File: config.mk
export PLATFORM = sky130hd
export DESIGN_NAME = dp_sched_ctrl
export DESIGN_NICKNAME = d
export VERILOG_FILES = /design/src/rtl/dp_sched_pkg.sv /design/src/rtl/dp_mul_pipe.sv /design/src/rtl/dp_sched_ctrl.sv
export SDC_FILE = /design/constraint.sdc
export NUM_CORES = 1
export LEC_CHECK = 0
export CAP_MARGIN = 20
export CORE_UTILIZATION = 35
export DETAILED_ROUTE_END_ITERATION = 8
export DONT_BUFFER_PORTS = 1
export PLACE_DENSITY = 0.51
export SETUP_SLACK_MARGIN = 0.3
export SYNTH_ARGS = -nofsm -noshare
export SYNTH_HDL_FRONTEND = slang
export SYNTH_SLANG_ARGS = --single-unit
File: constraint.sdc
create_clock -name Clk -period 5.84 [get_ports Clk]
set_clock_uncertainty 0.15 [all_clocks]
set_input_delay 1.168 -clock Clk [delete_from_list [all_inputs] [get_ports Clk]]
set_output_delay 1.168 -clock Clk [all_outputs]
set_load 0.01 [all_outputs]
File: src/rtl/dp_sched_pkg.sv
`default_nettype none
// ============================================================================
// Module   : dp_sched_pkg
// Purpose  : Shared definitions for the dp_sched_ctrl scheduler slice.
//            - default operand width and multiplier latency
//            - FSM state encoding
//            - saturating clamp of an exact add result (used only when
//              DP_SCHED_SAT_EN is defined)
// Ports    : none (package)
// Revision : 1.0 - initial release
// ============================================================================
package dp_sched_pkg;

  localparam int DEF_W       = 8;
  localparam int DEF_MUL_LAT = 2;

  // Scheduler state encoding
  localparam logic [2:0] S_IDLE  = 3'd0;
  localparam logic [2:0] S_ADD_D = 3'd1;
  localparam logic [2:0] S_ADD_E = 3'd2;
  localparam logic [2:0] S_CMP   = 3'd3;
  localparam logic [2:0] S_WAIT  = 3'd4;
  localparam logic [2:0] S_SUB   = 3'd5;

  // Clamp an exact (non-wrapped) two-operand sum into the signed range of
  // a w-bit result. The caller truncates the return value to w bits.
  function automatic logic signed [63:0] sat_add(input logic signed [63:0] sum,
                                                 input int unsigned        w);
    logic signed [63:0] hi;
    logic signed [63:0] lo;
    hi = (64'sd1 <<< (w - 1)) - 64'sd1;
    lo = -(64'sd1 <<< (w - 1));
    if (sum > hi) begin
      return hi;
    end else if (sum < lo) begin
      return lo;
    end
    return sum;
  endfunction

endpackage
`default_nettype wire

File: src/rtl/dp_mul_pipe.sv
`default_nettype none
// ============================================================================
// Module   : dp_mul_pipe
// Purpose  : MUL_LAT-stage signed W x W -> 2W multiplier with a valid
//            shift register. The valid chain is cleared by reset; the data
//            stages are not, since data is only consumed under valid.
// Ports    : Clk         - clock
//            Rst         - synchronous active-low clear of the valid chain
//            in_vld      - issue strobe for the operands on a/b
//            a, b        - signed W-bit operands
//            p           - signed 2W-bit product (exact)
//            p_vld       - product on p is valid (one-cycle pulse)
//            p_vld_early - p_vld will be high in the next cycle
// Revision : 1.0 - initial release
// ============================================================================
module dp_mul_pipe
  import dp_sched_pkg::*;
#(
  parameter int W       = DEF_W,
  parameter int MUL_LAT = DEF_MUL_LAT
) (
  input  logic           Clk,
  input  logic           Rst,
  input  logic           in_vld,
  input  logic [W-1:0]   a,
  input  logic [W-1:0]   b,
  output logic [2*W-1:0] p,
  output logic           p_vld,
  output logic           p_vld_early
);

  logic [MUL_LAT-1:0] r_vld;
  logic [2*W-1:0]     r_p [MUL_LAT];
  logic [2*W-1:0]     w_prod;

  // Sign-extend to 2W first so the low 2W bits of the unsigned product are
  // the exact signed product.
  assign w_prod = {{W{a[W-1]}}, a} * {{W{b[W-1]}}, b};

  always_ff @(posedge Clk) begin
    r_p[0] <= w_prod;
    for (int i = 1; i < MUL_LAT; i++) begin
      r_p[i] <= r_p[i-1];
    end
  end

  generate
    if (MUL_LAT == 1) begin : g_lat1
      always_ff @(posedge Clk) begin
        if (!Rst) begin
          r_vld <= '0;
        end else begin
          r_vld <= in_vld;
        end
      end
      assign p_vld_early = in_vld;
    end else begin : g_latn
      always_ff @(posedge Clk) begin
        if (!Rst) begin
          r_vld <= '0;
        end else begin
          r_vld <= {r_vld[MUL_LAT-2:0], in_vld};
        end
      end
      assign p_vld_early = r_vld[MUL_LAT-2];
    end
  endgenerate

  assign p     = r_p[MUL_LAT-1];
  assign p_vld = r_vld[MUL_LAT-1];

endmodule
`default_nettype wire

File: src/rtl/dp_sched_ctrl.sv
`default_nettype none
// ============================================================================
// Module   : dp_sched_ctrl
// Purpose  : Multi-cycle scheduler computing d=a+b, e=a+c, z=max(d,e),
//            x=a*c-d with one shared add/sub/compare ALU and a pipelined
//            multiplier. start/busy/done handshake.
//            Build option DP_SCHED_SAT_EN: d and e saturate instead of wrap.
// Ports    : Clk      - clock
//            Rst      - synchronous active-low reset
//            start    - request, sampled only while idle
//            a, b, c  - signed W-bit operands, latched on accepted start
//            busy     - operation in flight
//            done     - one-cycle pulse, z/x/ovf updated in this cycle
//            z        - signed max(d,e)
//            x        - signed a*c - d at 2W bits
//            ovf      - d or e overflowed W bits
// Revision : 1.0 - initial release
// ============================================================================
module dp_sched_ctrl
  import dp_sched_pkg::*;
#(
  parameter int W       = DEF_W,
  parameter int MUL_LAT = DEF_MUL_LAT
) (
  input  logic           Clk,
  input  logic           Rst,
  input  logic           start,
  input  logic [W-1:0]   a,
  input  logic [W-1:0]   b,
  input  logic [W-1:0]   c,
  output logic           busy,
  output logic           done,
  output logic [W-1:0]   z,
  output logic [2*W-1:0] x,
  output logic           ovf
);

  logic [2:0]     r_state;
  logic [W-1:0]   r_a, r_b, r_c, r_d, r_e, r_zr, r_z;
  logic [2*W-1:0] r_x;
  logic           r_ovf_acc, r_ovf, r_done, r_p_rdy;

  logic [2*W-1:0] w_p, w_alu_a, w_alu_b, w_alu_r;
  logic           w_alu_sub, w_p_vld, w_p_vld_early, w_prod_rdy;
  logic           w_mul_issue, w_add_ovf;
  logic [W-1:0]   w_add_val;

  function automatic logic [2*W-1:0] sext(input logic [W-1:0] v);
    return {{W{v[W-1]}}, v};
  endfunction

  assign w_mul_issue = (r_state == S_ADD_D);

  dp_mul_pipe #(
    .W       (W),
    .MUL_LAT (MUL_LAT)
  ) u_mul (
    .Clk         (Clk),
    .Rst         (Rst),
    .in_vld      (w_mul_issue),
    .a           (r_a),
    .b           (r_c),
    .p           (w_p),
    .p_vld       (w_p_vld),
    .p_vld_early (w_p_vld_early)
  );

  // Product is usable in the next cycle if it arrives next cycle, arrives
  // now, or already arrived (short multiplier latencies finish before CMP).
  assign w_prod_rdy = w_p_vld_early | w_p_vld | r_p_rdy;

  // Shared ALU: operand routing by state, 2W-bit add/sub
  always_comb begin
    w_alu_a   = '0;
    w_alu_b   = '0;
    w_alu_sub = 1'b0;
    case (r_state)
      S_ADD_D: begin
        w_alu_a = sext(r_a);
        w_alu_b = sext(r_b);
      end
      S_ADD_E: begin
        w_alu_a = sext(r_a);
        w_alu_b = sext(r_c);
      end
      S_CMP: begin
        // e - d < 0  <=>  d > e ; exact at 2W bits
        w_alu_a   = sext(r_e);
        w_alu_b   = sext(r_d);
        w_alu_sub = 1'b1;
      end
      S_SUB: begin
        w_alu_a   = w_p;
        w_alu_b   = sext(r_d);
        w_alu_sub = 1'b1;
      end
      default: begin
        w_alu_sub = 1'b0;
      end
    endcase
  end

  assign w_alu_r = w_alu_sub ? (w_alu_a - w_alu_b) : (w_alu_a + w_alu_b);

  // The 2W-bit sum is exact; it overflowed W bits if it differs from the
  // sign extension of its own low W bits.
  assign w_add_ovf = (w_alu_r != sext(w_alu_r[W-1:0]));

`ifdef DP_SCHED_SAT_EN
  assign w_add_val = W'(sat_add(64'($signed(w_alu_r)), W));
`else
  assign w_add_val = w_alu_r[W-1:0];
`endif

  always_ff @(posedge Clk) begin
    if (!Rst) begin
      r_state   <= S_IDLE;
      r_a       <= '0;
      r_b       <= '0;
      r_c       <= '0;
      r_d       <= '0;
      r_e       <= '0;
      r_zr      <= '0;
      r_z       <= '0;
      r_x       <= '0;
      r_ovf_acc <= 1'b0;
      r_ovf     <= 1'b0;
      r_done    <= 1'b0;
      r_p_rdy   <= 1'b0;
    end else begin
      r_done <= 1'b0;

      if (r_state == S_IDLE) begin
        r_p_rdy <= 1'b0;
      end else if (w_p_vld) begin
        r_p_rdy <= 1'b1;
      end

      case (r_state)
        S_IDLE: begin
          if (start) begin
            r_a     <= a;
            r_b     <= b;
            r_c     <= c;
            r_state <= S_ADD_D;
          end
        end
        S_ADD_D: begin
          r_d       <= w_add_val;
          r_ovf_acc <= w_add_ovf;
          r_state   <= S_ADD_E;
        end
        S_ADD_E: begin
          r_e       <= w_add_val;
          r_ovf_acc <= r_ovf_acc | w_add_ovf;
          r_state   <= S_CMP;
        end
        S_CMP: begin
          r_zr    <= w_alu_r[2*W-1] ? r_d : r_e;
          r_state <= w_prod_rdy ? S_SUB : S_WAIT;
        end
        S_WAIT: begin
          if (w_prod_rdy) begin
            r_state <= S_SUB;
          end
        end
        S_SUB: begin
          r_z     <= r_zr;
          r_x     <= w_alu_r;
          r_ovf   <= r_ovf_acc;
          r_done  <= 1'b1;
          r_state <= S_IDLE;
        end
        default: begin
          r_state <= S_IDLE;
        end
      endcase
    end
  end

  assign busy = (r_state != S_IDLE);
  assign done = r_done;
  assign z    = r_z;
  assign x    = r_x;
  assign ovf  = r_ovf;

endmodule
`default_nettype wire

==> out/results.tsv, run 1 <==
metric	value	unit
status	completed	
# fillers	2172	
Mapped Area	0.00765	mm^2
row count	53	
Total Routing Usage GR	17.1	%
largest family of logic cells by synthesized area	adder cells	
Pleak	3.77	nW
sequential area share after synthesis	29.6	%
dominant cells by area after synthesis	dfxtp_1 (30%), fa_1 (15%), nand2_1 (8.1%)	
RSZ-0062 raised after global routing	no	
Post-synth EDFFs	0	
post-route setup TNS	0	ns
initial core utilization	36.1	%
htree depth	4	
CTS Buf Count	17	
Fin Hold WS	0.174	ns
Final ANT Viol Nets	0	
Post-Synthesis Cells	890	
first-pass GRT wire length	29300	um
Yosys warning total	0	
Max Clk Rate	0.200	GHz
layout cells sized above 1	5.23	%
Core ar.	0.0212	mm^2
clock sink count	113	
area grow syn2layout	11.4	%
Starting DRT DRC Count	345	
die width	150	um
distinct cell type count after synthesis	55	
Post-Route WL	18000	um
vias in the first global route	5469	
Placed Cells	1122	
I/O pins	54	
WP data arrival	5.17	ns
I/O Buffers	0	
Worst-path clk slew	0.06	ns
final std cells w/o fill	1154	
initial antenna violation count	1	
Max Cap Viol	0	
final-report setup violation count	0	
Worst Hold Depth	0	
Avg Inst Size Synth	8.60	um^2
Max Root-Sink Buffers	2	
Worst setup EP type	flop	
fraction of registers with async set/reset	0	%
P per Cell Area	370	mW/mm^2
Seq cells post-synth	113	
post-synthesis compound-gate area fraction	17.3	%
final hold vios	0	
CP required	5.99	ns
vias	5726	
clock period minus worst slack	5.01	ns
Worst Reg-to-Reg Cells	15	
Final HPWL DP	13700	um
PostCTS Resize Cnt	0	
leading area contributor after synthesis	dfxtp_1	
Yosys top cell area share	29.6	%
Final WS setup	0.828	ns
Worst-Skew Late Latency	0.42	ns
Synth Area in Simple Gates	18.2	%
DR WL/cell	15.6	um
Pins Over Slew Limit	0	
worst r2r src	r_state[0]	
GRT overflow	0	
Slew @ Worst Pin	0.877	ns
Final Power	3.16	mW
Worst slew margin	41.6	%
Synth Area in Adders	22.2	%
clk root buf	clkbuf_16	
DR vias/cell	4.96	
Core Util, Final	40.2	%
pin count of the biggest net entering global routing	82	
n_diodes	0	
Max IR drop VDD	0.184	mV
Residual DRC	0	
multiplexer share of the synthesized area	2.24	%
placed cell areas	0.00787	mm^2
CTS Hold Buffers Added	0	
top_reg_cell synth	dfxtp_1	
Synth Area in XOR/XNOR	3.99	%
DP Worst Slack	0.894	ns
CTS tree	yes	
hold crit path type	flop to flop	
Mapped Nets	1019	
worst-path maximum fanout	20	
design area	0.00853	mm^2
HP Start	u_mul.r_p[0][3]	
Critical path origin	r_state[0]	
fin crit share	85.8	%
Die Y	150	um
first-pass iteration count of the detailed router	5	
RePlAce Congestion	0.832	
final net count	995	
critical path class	flop to flop	
Setup crit start kind	flop	
die footprint	0.0225	mm^2
Post-CTS Setup Bufs	0	
cell families (layout without fill, tap and decap cells):
family / count (synthesis) / after routing
xor+xnor: 34 / 34
compound gates: 187 / 187
simple gates: 304 / 304
fa+ha+maj: 102 / 102
buf+inv: 133 / 122
flops: 113 / 113
mux: 17 / 17
cell usage after synthesis (2+ instances only):
| cell | number |
|---|---|
| xnor2_1 | 21 |
| nand2b_1 | 13 |
| o2111ai_1 | 3 |
| and3_1 | 4 |
| clkbuf_1 | 47 |
| o21bai_1 | 2 |
| nand2_1 | 166 |
| nor2b_1 | 4 |
| inv_1 | 82 |
| mux2i_1 | 16 |
| o21ai_1 | 4 |
| o22ai_1 | 8 |
| o211a_1 | 9 |
| nand4_1 | 3 |
| or2_1 | 3 |
| a22oi_1 | 16 |
| a21boi_1 | 55 |
| o311a_1 | 2 |
| nor2_1 | 35 |
| o21a_1 | 8 |
| buf_2 | 3 |
| a21o_1 | 14 |
| fa_1 | 56 |
| nor4_1 | 2 |
| and2_1 | 49 |
| a31oi_1 | 8 |
| dfxtp_1 | 113 |
| o21ai_0 | 24 |
| xor2_1 | 12 |
| o31ai_1 | 4 |
| ha_1 | 46 |
| nand3_1 | 8 |
| a21oi_1 | 21 |
| nor3_1 | 8 |
final timing paths:
kind              slack (ns)          endpoint
setup / recovery        0.83         r_ovf_acc
hold / removal          0.17  u_mul.r_p[0][19]
setup reg to reg        0.83         r_ovf_acc
hold reg to reg         0.17  u_mul.r_p[0][19]
metal layers:
metal / part of all wire [%] / GRT usage [%] / vias to the layer above / routed length (um)
met5: 0 / 0 / - / 0
met4: 0.86 / 4.85 / 0 / 154
met3: 3.6 / 2.99 / 11 / 654
met2: 45 / 26.5 / 93 / 8110
met1: 50 / 24.1 / 2739 / 9070
li1: - / - / 2883 / -
state kept, by name, indices dropped and copies added, names as in the netlist:
name	cells
r_p_rdy	1
done	1
x	16
u_mul.r_p	32
r_e	8
r_state	3
r_b	8
z	8
r_ovf_acc	1
u_mul.r_vld	2
ovf	1
r_zr	8
r_c	8
r_d	8
r_a	8
where the power goes:
part           switching [mW]  internal, mW  total (mW)
combinational           0.620         0.420        1.04
sequential             0.0910         0.866       0.957
clock                   0.377         0.782        1.16
worst max-delay path, stage by stage (launching register included):
cell	delay, ns
dfxtp_1	0.74
nor2_1	0.34
buf_4	0.27
a22oi_1	0.46
nand3_1	0.15
ha_1	0.31
mux2_2	0.28
ha_1	0.25
nor3_1	0.19
nand4b_1	0.12
a31oi_1	0.45
nor2_1	0.10
o311a_1	0.37
or4_1	0.47
a31oi_1	0.17
o31ai_1	0.08
cell type report:
cell class	instances	area, um^2	area share (%)
clock inverters	12	205	2.41
well taps	275	344	4.04
inverters	82	308	3.61
multi-input cells	644	4890	57.4
flip-flops and latches	113	2260	26.5
repair buffers	8	60.1	0.704
clock buffers	20	457	5.36
cell usage in the layout (no fill, tap or decap), types with 4 or more instances in the layout:
master / synthesis / final
a21oi_1: 21 / 21
dfxtp_1: 113 / 113
clkbuf_16: 0 / 17
nand2_1: 166 / 166
ha_1: 46 / 46
a21boi_1: 55 / 55
o21ai_1: 4 / 4
and3_1: 4 / 4
buf_4: 0 / 8
o21ai_0: 24 / 24
o21a_1: 8 / 8
nand2b_1: 13 / 13
mux2i_1: 16 / 16
o211a_1: 9 / 9
xnor2_1: 21 / 21
inv_1: 82 / 82
o31ai_1: 4 / 4
nor2b_1: 4 / 4
fa_1: 56 / 56
o22ai_1: 8 / 8
nor2_1: 35 / 34
bufinv_16: 0 / 5
a31oi_1: 8 / 8
xor2_1: 12 / 12
nor3_1: 8 / 8
a22oi_1: 16 / 16
and2_1: 49 / 49
nand3_1: 8 / 8
a21o_1: 14 / 14
(Power assumes the default switching activity.)
==> run 2, diff against run 1 <==
--- a/config.mk
+++ b/config.mk
@@ -9,7 +9,6 @@
 export CORE_UTILIZATION = 35
 export DETAILED_ROUTE_END_ITERATION = 8
 export DONT_BUFFER_PORTS = 1
-export PLACE_DENSITY = 0.51
 export SETUP_SLACK_MARGIN = 0.3
 export SYNTH_ARGS = -nofsm -noshare
 export SYNTH_HDL_FRONTEND = slang
==> run 2 against run 1 <==
  * Total power down 5.0%
  * Critical path depth grew 1
  * Sequential cell count did not move
  * Register-to-register slack is essentially flat
  * Critical path type unchanged
  * Maximum frequency barely moved
  * Critical endpoint unchanged
  * Wire length decreased by 2.2%
  * Die area is the same
  * Clock-buffer cell count grew 1
  * Core utilization fell by 0.46 points
  * Final area shrank 1.1%
  * Sequential power up 0.4%
==> out/results.tsv, run 2 (same netlist as run 1, synthesis figures left out) <==
metric	value	unit	change
final net count	995		unchanged
DR WL/cell	15.2	um	was 15.6 um
I/O pins	54		unchanged
Final Power	3.00	mW	was 3.16 mW
n_diodes	0		unchanged
Worst Hold Depth	0		unchanged
Total Routing Usage GR	16.6	%	was 17.1%
hold crit path type	flop to flop		unchanged
P per Cell Area	356	mW/mm^2	was 370 mW/mm^2
fin crit share	85.9	%	was 85.8%
worst-path maximum fanout	20		unchanged
Max IR drop VDD	0.200	mV	was 0.184 mV
Post-CTS Setup Bufs	0		unchanged
Pins Over Slew Limit	0		unchanged
Largest register FFs	32		unchanged
Worst-path clk slew	0.05	ns	was 0.06 ns
initial antenna violation count	0		was 1
vias	5782		was 5,726
initial core utilization	36.1	%	unchanged
die footprint	0.0225	mm^2	unchanged
layout cells sized above 1	5.01	%	was 5.23%
Core Util, Final	39.7	%	was 40.2%
Starting DRT DRC Count	373		was 345
Worst setup EP type	flop		unchanged
clk root buf	clkbuf_16		unchanged
Final ANT Viol Nets	0		unchanged
vias in the first global route	5409		was 5,469
GRT overflow	0		unchanged
I/O Buffers	0		unchanged
pin count of the biggest net entering global routing	82		unchanged
Residual DRC	0		unchanged
DR vias/cell	5.01		was 4.96
Worst Reg-to-Reg Cells	16		was 15
WP data arrival	5.16	ns	was 5.17 ns
first-pass iteration count of the detailed router	5		unchanged
htree depth	4		unchanged
Max Cap Viol	0		unchanged
RePlAce Congestion	0.821		was 0.832
Setup crit start kind	flop		unchanged
CTS tree	yes		unchanged
Worst slew margin	42.3	%	was 41.6%
Worst-Skew Late Latency	0.42	ns	about the same
CTS Buf Count	17		unchanged
Post-Route WL	17600	um	was 18,000 um
post-route setup TNS	0	ns	unchanged
Top reg by flops	u_mul.r_p		unchanged
Slew @ Worst Pin	0.866	ns	was 0.877 ns
Max Clk Rate	0.199	GHz	was 0.200 GHz
row count	53		unchanged
Pleak	3.73	nW	was 3.77 nW
clock period minus worst slack	5.01	ns	about the same
Die Y	150	um	unchanged
first-pass GRT wire length	28400	um	was 29,300 um
area grow syn2layout	10.1	%	was 11.4%
Final HPWL DP	13200	um	was 13,700 um
die width	150	um	unchanged
PostCTS Resize Cnt	0		unchanged
clock sink count	113		unchanged
final-report setup violation count	0		unchanged
critical path class	flop to flop		unchanged
flip-flop and latch area	0.00226	mm^2	unchanged
Max Root-Sink Buffers	2		unchanged
commonest non-fill, non-tap cell in the layout	nand2_1		unchanged
status	completed		unchanged
area of the multi-input gates	0.00489	mm^2	unchanged
most frequent cells in the layout	nand2_1 (166), dfxtp_1 (113), inv_1 (82)		unchanged
CP required	5.99	ns	about the same
final hold vios	0		unchanged
Core ar.	0.0212	mm^2	unchanged
CTS Hold Buffers Added	0		unchanged
# fillers	2147		was 2,172
RSZ-0062 raised after global routing	no		unchanged
[run 2: changes by cell type in the layout (fill, tap and decap cells not counted)]
cell and delta:
clkinv_4 -2, bufinv_16 -3, clkbuf_1 +2, inv_6 -1, clkinv_2 +5, clkbuf_8 -1
[run 2: final cells by class]
cell class | instances | share of cell area (%)
multi-input cells | 644 | 58.0
flip-flops and latches | 113 | 26.8
clock buffers | 21 | 5.34
well taps | 275 | 4.08
inverters | 82 | 3.65
clock inverters | 11 | 1.35
repair buffers | 8 | 0.712
[run 2: final timing paths]
path / startpoint / to / slack [ns]
setup / recovery: r_state[0] / r_ovf_acc / 0.83
hold / removal: u_mul.r_p[0][3] / u_mul.r_p[0][19] / 0.17
setup reg to reg: r_state[0] / r_ovf_acc / 0.83
hold reg to reg: u_mul.r_p[0][3] / u_mul.r_p[0][19] / 0.17
[run 2: critical path, stage by stage (launching register included)]
cell and delay [ns]:
dfxtp_1 0.76, nor2_1 0.34, a22oi_1 0.39, nand3_1 0.18, nor2_1 0.18, nand3_1 0.09
ha_1 0.28, mux2_2 0.28, ha_1 0.25, nor3_1 0.19, nand4b_1 0.12, a31oi_1 0.45
nor2_1 0.10, o311a_1 0.37, or4_1 0.48, a31oi_1 0.19, o31ai_1 0.09
[run 2: metrics by stage]
stage / worst slack (ns) / hold WS, ns / instance area [um^2] / instances
after floorplan: 1.19 / 0.160 / 7650 / 890
after global placement: 1.01 / 0.161 / 7870 / 1122
after detailed placement: 0.896 / 0.162 / 7870 / 1122
after CTS: 0.874 / 0.173 / 8430 / 1154
after global routing: 0.324 / 0.179 / 8430 / 1154
final: 0.825 / 0.174 / 8430 / 1154
[run 2: routing by layer]
layer / vias to the layer above / wire (um) / track usage, %
li1: 2883 / - / -
met1: 2758 / 8440 / 22.3
met4: 0 / 203 / 4.24
met2: 124 / 8170 / 26.8
met5: - / 0 / 0
met3: 17 / 768 / 3.63
[run 2: report_power, final]
part           internal (mW)  switching [mW]
clock network          0.633           0.364
logic                  0.420           0.620
registers              0.866          0.0949
==> run 3, diff against run 2 <==
--- a/config.mk
+++ b/config.mk
@@ -6,9 +6,11 @@
 export NUM_CORES = 1
 export LEC_CHECK = 0
 export CAP_MARGIN = 20
+export CORE_MARGIN = 4
 export CORE_UTILIZATION = 35
 export DETAILED_ROUTE_END_ITERATION = 8
 export DONT_BUFFER_PORTS = 1
+export RECOVER_POWER = 100
 export SETUP_SLACK_MARGIN = 0.3
 export SYNTH_ARGS = -nofsm -noshare
 export SYNTH_HDL_FRONTEND = slang
==> run 3 against run 2 <==
  * Non-clock buffer count fell by 1
  * Worst setup slack got worse by 0.095 ns
  * Sequential power fell by 0.4%
  * Largest power group is now the clock network
  * Core utilization fell by 0.071 points
==> out/results.tsv, run 3 (same netlist as run 1, synthesis figures left out) <==
metric	value	unit	change
HP Start	u_mul.r_p[0][0]		was u_mul.r_p[0][3]
internal cell power	1.96	mW	was 1.92 mW
hold crit path type	flop to flop		unchanged
Min-Delay Endpoint	u_mul.r_p[0][16]		was u_mul.r_p[0][19]
initial antenna violation count	0		unchanged
Worst-Skew Late Latency	0.42	ns	about the same
n_diodes	0		unchanged
vias in the first global route	5822		was 5,409
Seq pwr share	31.6	%	was 32.1%
Final HPWL DP	13500	um	was 13,200 um
GRT overflow	0		unchanged
Total Routing Usage GR	15.3	%	was 16.6%
vias	5817		was 5,782
Worst Hold Depth	0		unchanged
CTS tree	yes		unchanged
Worst slew margin	15.7	%	was 42.3%
clk root buf	clkbuf_16		unchanged
Sw Pwr	1.07	mW	was 1.08 mW
DR vias/cell	5.05		was 5.01
Core ar.	0.0213	mm^2	was 0.0212 mm^2
Starting DRT DRC Count	338		was 373
layout cells sized above 1	4.79	%	was 5.01%
clock period minus worst slack	5.11	ns	was 5.01 ns
commonest non-fill, non-tap cell in the layout	nand2_1		unchanged
Clock Power Share	34.8	%	was 33.3%
fin crit share	87.5	%	was 85.9%
RSZ-0062 raised after global routing	no		unchanged
flip-flop and latch area	0.00226	mm^2	about the same
final hold vios	0		unchanged
worst r2r src	r_state[2]		was r_state[0]
Post-CTS Setup Bufs	0		unchanged
most frequent cells in the layout	nand2_1 (166), dfxtp_1 (112), inv_1 (82)		was nand2_1 (166), dfxtp_1 (113), inv_1 (82)
die width	156	um	was 150 um
CP required	5.99	ns	about the same
Slew @ Worst Pin	1.26	ns	was 0.866 ns
I/O pins	54		unchanged
Worst-path clk slew	0.06	ns	was 0.05 ns
critical path class	flop to flop		unchanged
row count	53		unchanged
Post-Route WL	17700	um	was 17,600 um
RePlAce Congestion	0.898		was 0.821
Worst setup EP type	flop		unchanged
Residual DRC	0		unchanged
Final WS setup	0.730	ns	was 0.825 ns
post-route setup TNS	0	ns	unchanged
DP Worst Slack	0.795	ns	was 0.896 ns
# fillers	2150		was 2,147
first-pass GRT wire length	29700	um	was 28,400 um
initial core utilization	36.0	%	was 36.1%
CP max stage delay	0.95	ns	was 0.76 ns
Setup crit start kind	flop		unchanged
Pleak	3.70	nW	was 3.73 nW
CTS Buf Count	17		unchanged
Sw Ratio	35.5	%	was 36.0%
I/O Buffers	0		unchanged
Largest register FFs	32		unchanged
Max Root-Sink Buffers	2		unchanged
CTS Hold Buffers Added	0		unchanged
Max Cap Viol	0		unchanged
pin count of the biggest net entering global routing	82		unchanged
DR WL/cell	15.4	um	was 15.2 um
P per Cell Area	359	mW/mm^2	was 356 mW/mm^2
Max IR drop VDD	0.240	mV	was 0.200 mV
r2r setup slk	0.73	ns	was 0.83 ns
Max Clk Rate	0.196	GHz	was 0.199 GHz
clock sink count	113		unchanged
Fin Hold WS	0.174	ns	about the same
status	completed		unchanged
Worst Reg-to-Reg Cells	16		unchanged
critical path, cell by cell	buf_4, nand2_1, nor2_1, nor2_1, mux2i_1, inv_1, fa_1, and2b_1, o2111ai_1, a31oi_1, or4_1, a31oi_4, xnor2_1, or4_1, a31oi_1, o31ai_1		was nor2_1, a22oi_1, nand3_1, nor2_1, nand3_1, ha_1, mux2_2, ha_1, nor3_1, nand4b_1, a31oi_1, nor2_1, o311a_1, or4_1, a31oi_1, o31ai_1
die footprint	0.0243	mm^2	was 0.0225 mm^2
WP data arrival	5.26	ns	was 5.16 ns
combinational share of power	33.6	%	was 34.7%
crit path max-delay cell type	nor2_1		was dfxtp_1
htree depth	4		unchanged
final-report setup violation count	0		unchanged
worst flop-to-flop path endpoint	r_ovf_acc		unchanged
first-pass iteration count of the detailed router	5		unchanged
worst-path maximum fanout	31		was 20
area grow syn2layout	10.3	%	was 10.1%
Die Y	156	um	was 150 um
Pins Over Slew Limit	0		unchanged
Final ANT Viol Nets	0		unchanged
Top reg by flops	u_mul.r_p		unchanged
Final Power	3.03	mW	was 3.00 mW
area of the multi-input gates	0.00488	mm^2	was 0.00489 mm^2
final net count	994		was 995
==> run 3: critical path: cells and delay by family (launching register included) <==
family,cells,cell delay [ns]
buf+inv,2,0.38
mux,1,0.22
simple gates,6,2.66
compound gates,5,0.93
xor+xnor,1,0.12
flops,1,0.32
fa+ha+maj,1,0.21
==> run 3: what timing repair did <==
action,in CTS,in global routing
setup endpoints to repair,0,1
gates resized for setup,0,1
endpoints found under the hold margin,0,0
==> run 3: worst max-delay path by stage <==
stage | from | end | slack (ns)
after floorplan | r_state[1] | r_ovf_acc | 1.19
after CTS | r_state[0] | r_ovf_acc | 0.77
after global routing | r_state[2] | r_ovf_acc | 0.31
final | r_state[2] | r_ovf_acc | 0.73
after detailed placement | r_state[0] | r_ovf_acc | 0.79
after global placement | r_state[0] | r_ovf_acc | 0.96
==> run 3: final cells by class <==
type | count | share of cell area [%]
repair buffers | 7 | 0.578
inverters | 82 | 3.65
well taps | 275 | 4.08
clock buffers | 18 | 5.20
flip-flops and latches | 113 | 26.8
clock inverters | 13 | 1.90
multi-input cells | 644 | 57.8
==> run 3: power by group through the flow <==
| stage | Clock [mW] | Combinational [mW] | Sequential, mW |
|---|---|---|---|
| after global placement | 0 | 1.01 | 0.975 |
| after global routing | 1.11 | 1.14 | 0.970 |
| final | 1.05 | 1.02 | 0.957 |
| after detailed placement | 0 | 1.02 | 0.977 |
| after CTS | 1.08 | 1.03 | 0.961 |
| after floorplan | 0 | 0.817 | 0.912 |
==> run 3: per-layer routing <==
| layer | global-route usage (%) | routed length, um |
|---|---|---|
| met2 | 24.2 | 8230 |
| met1 | 20.7 | 8410 |
| met3 | 3.30 | 695 |
| met4 | 5.46 | 396 |
| met5 | 0 | 0 |
==> run 3: per-stage QoR <==
stage                     instance area [um^2]  util [%]  std cells
after floorplan                           7650         -        890
after global placement                    7860      36.9       1121
after detailed placement                  7860      36.9       1121
after CTS                                 8460      39.7       1152
after global routing                      8440      39.7       1152
final                                     8440      39.7       1152
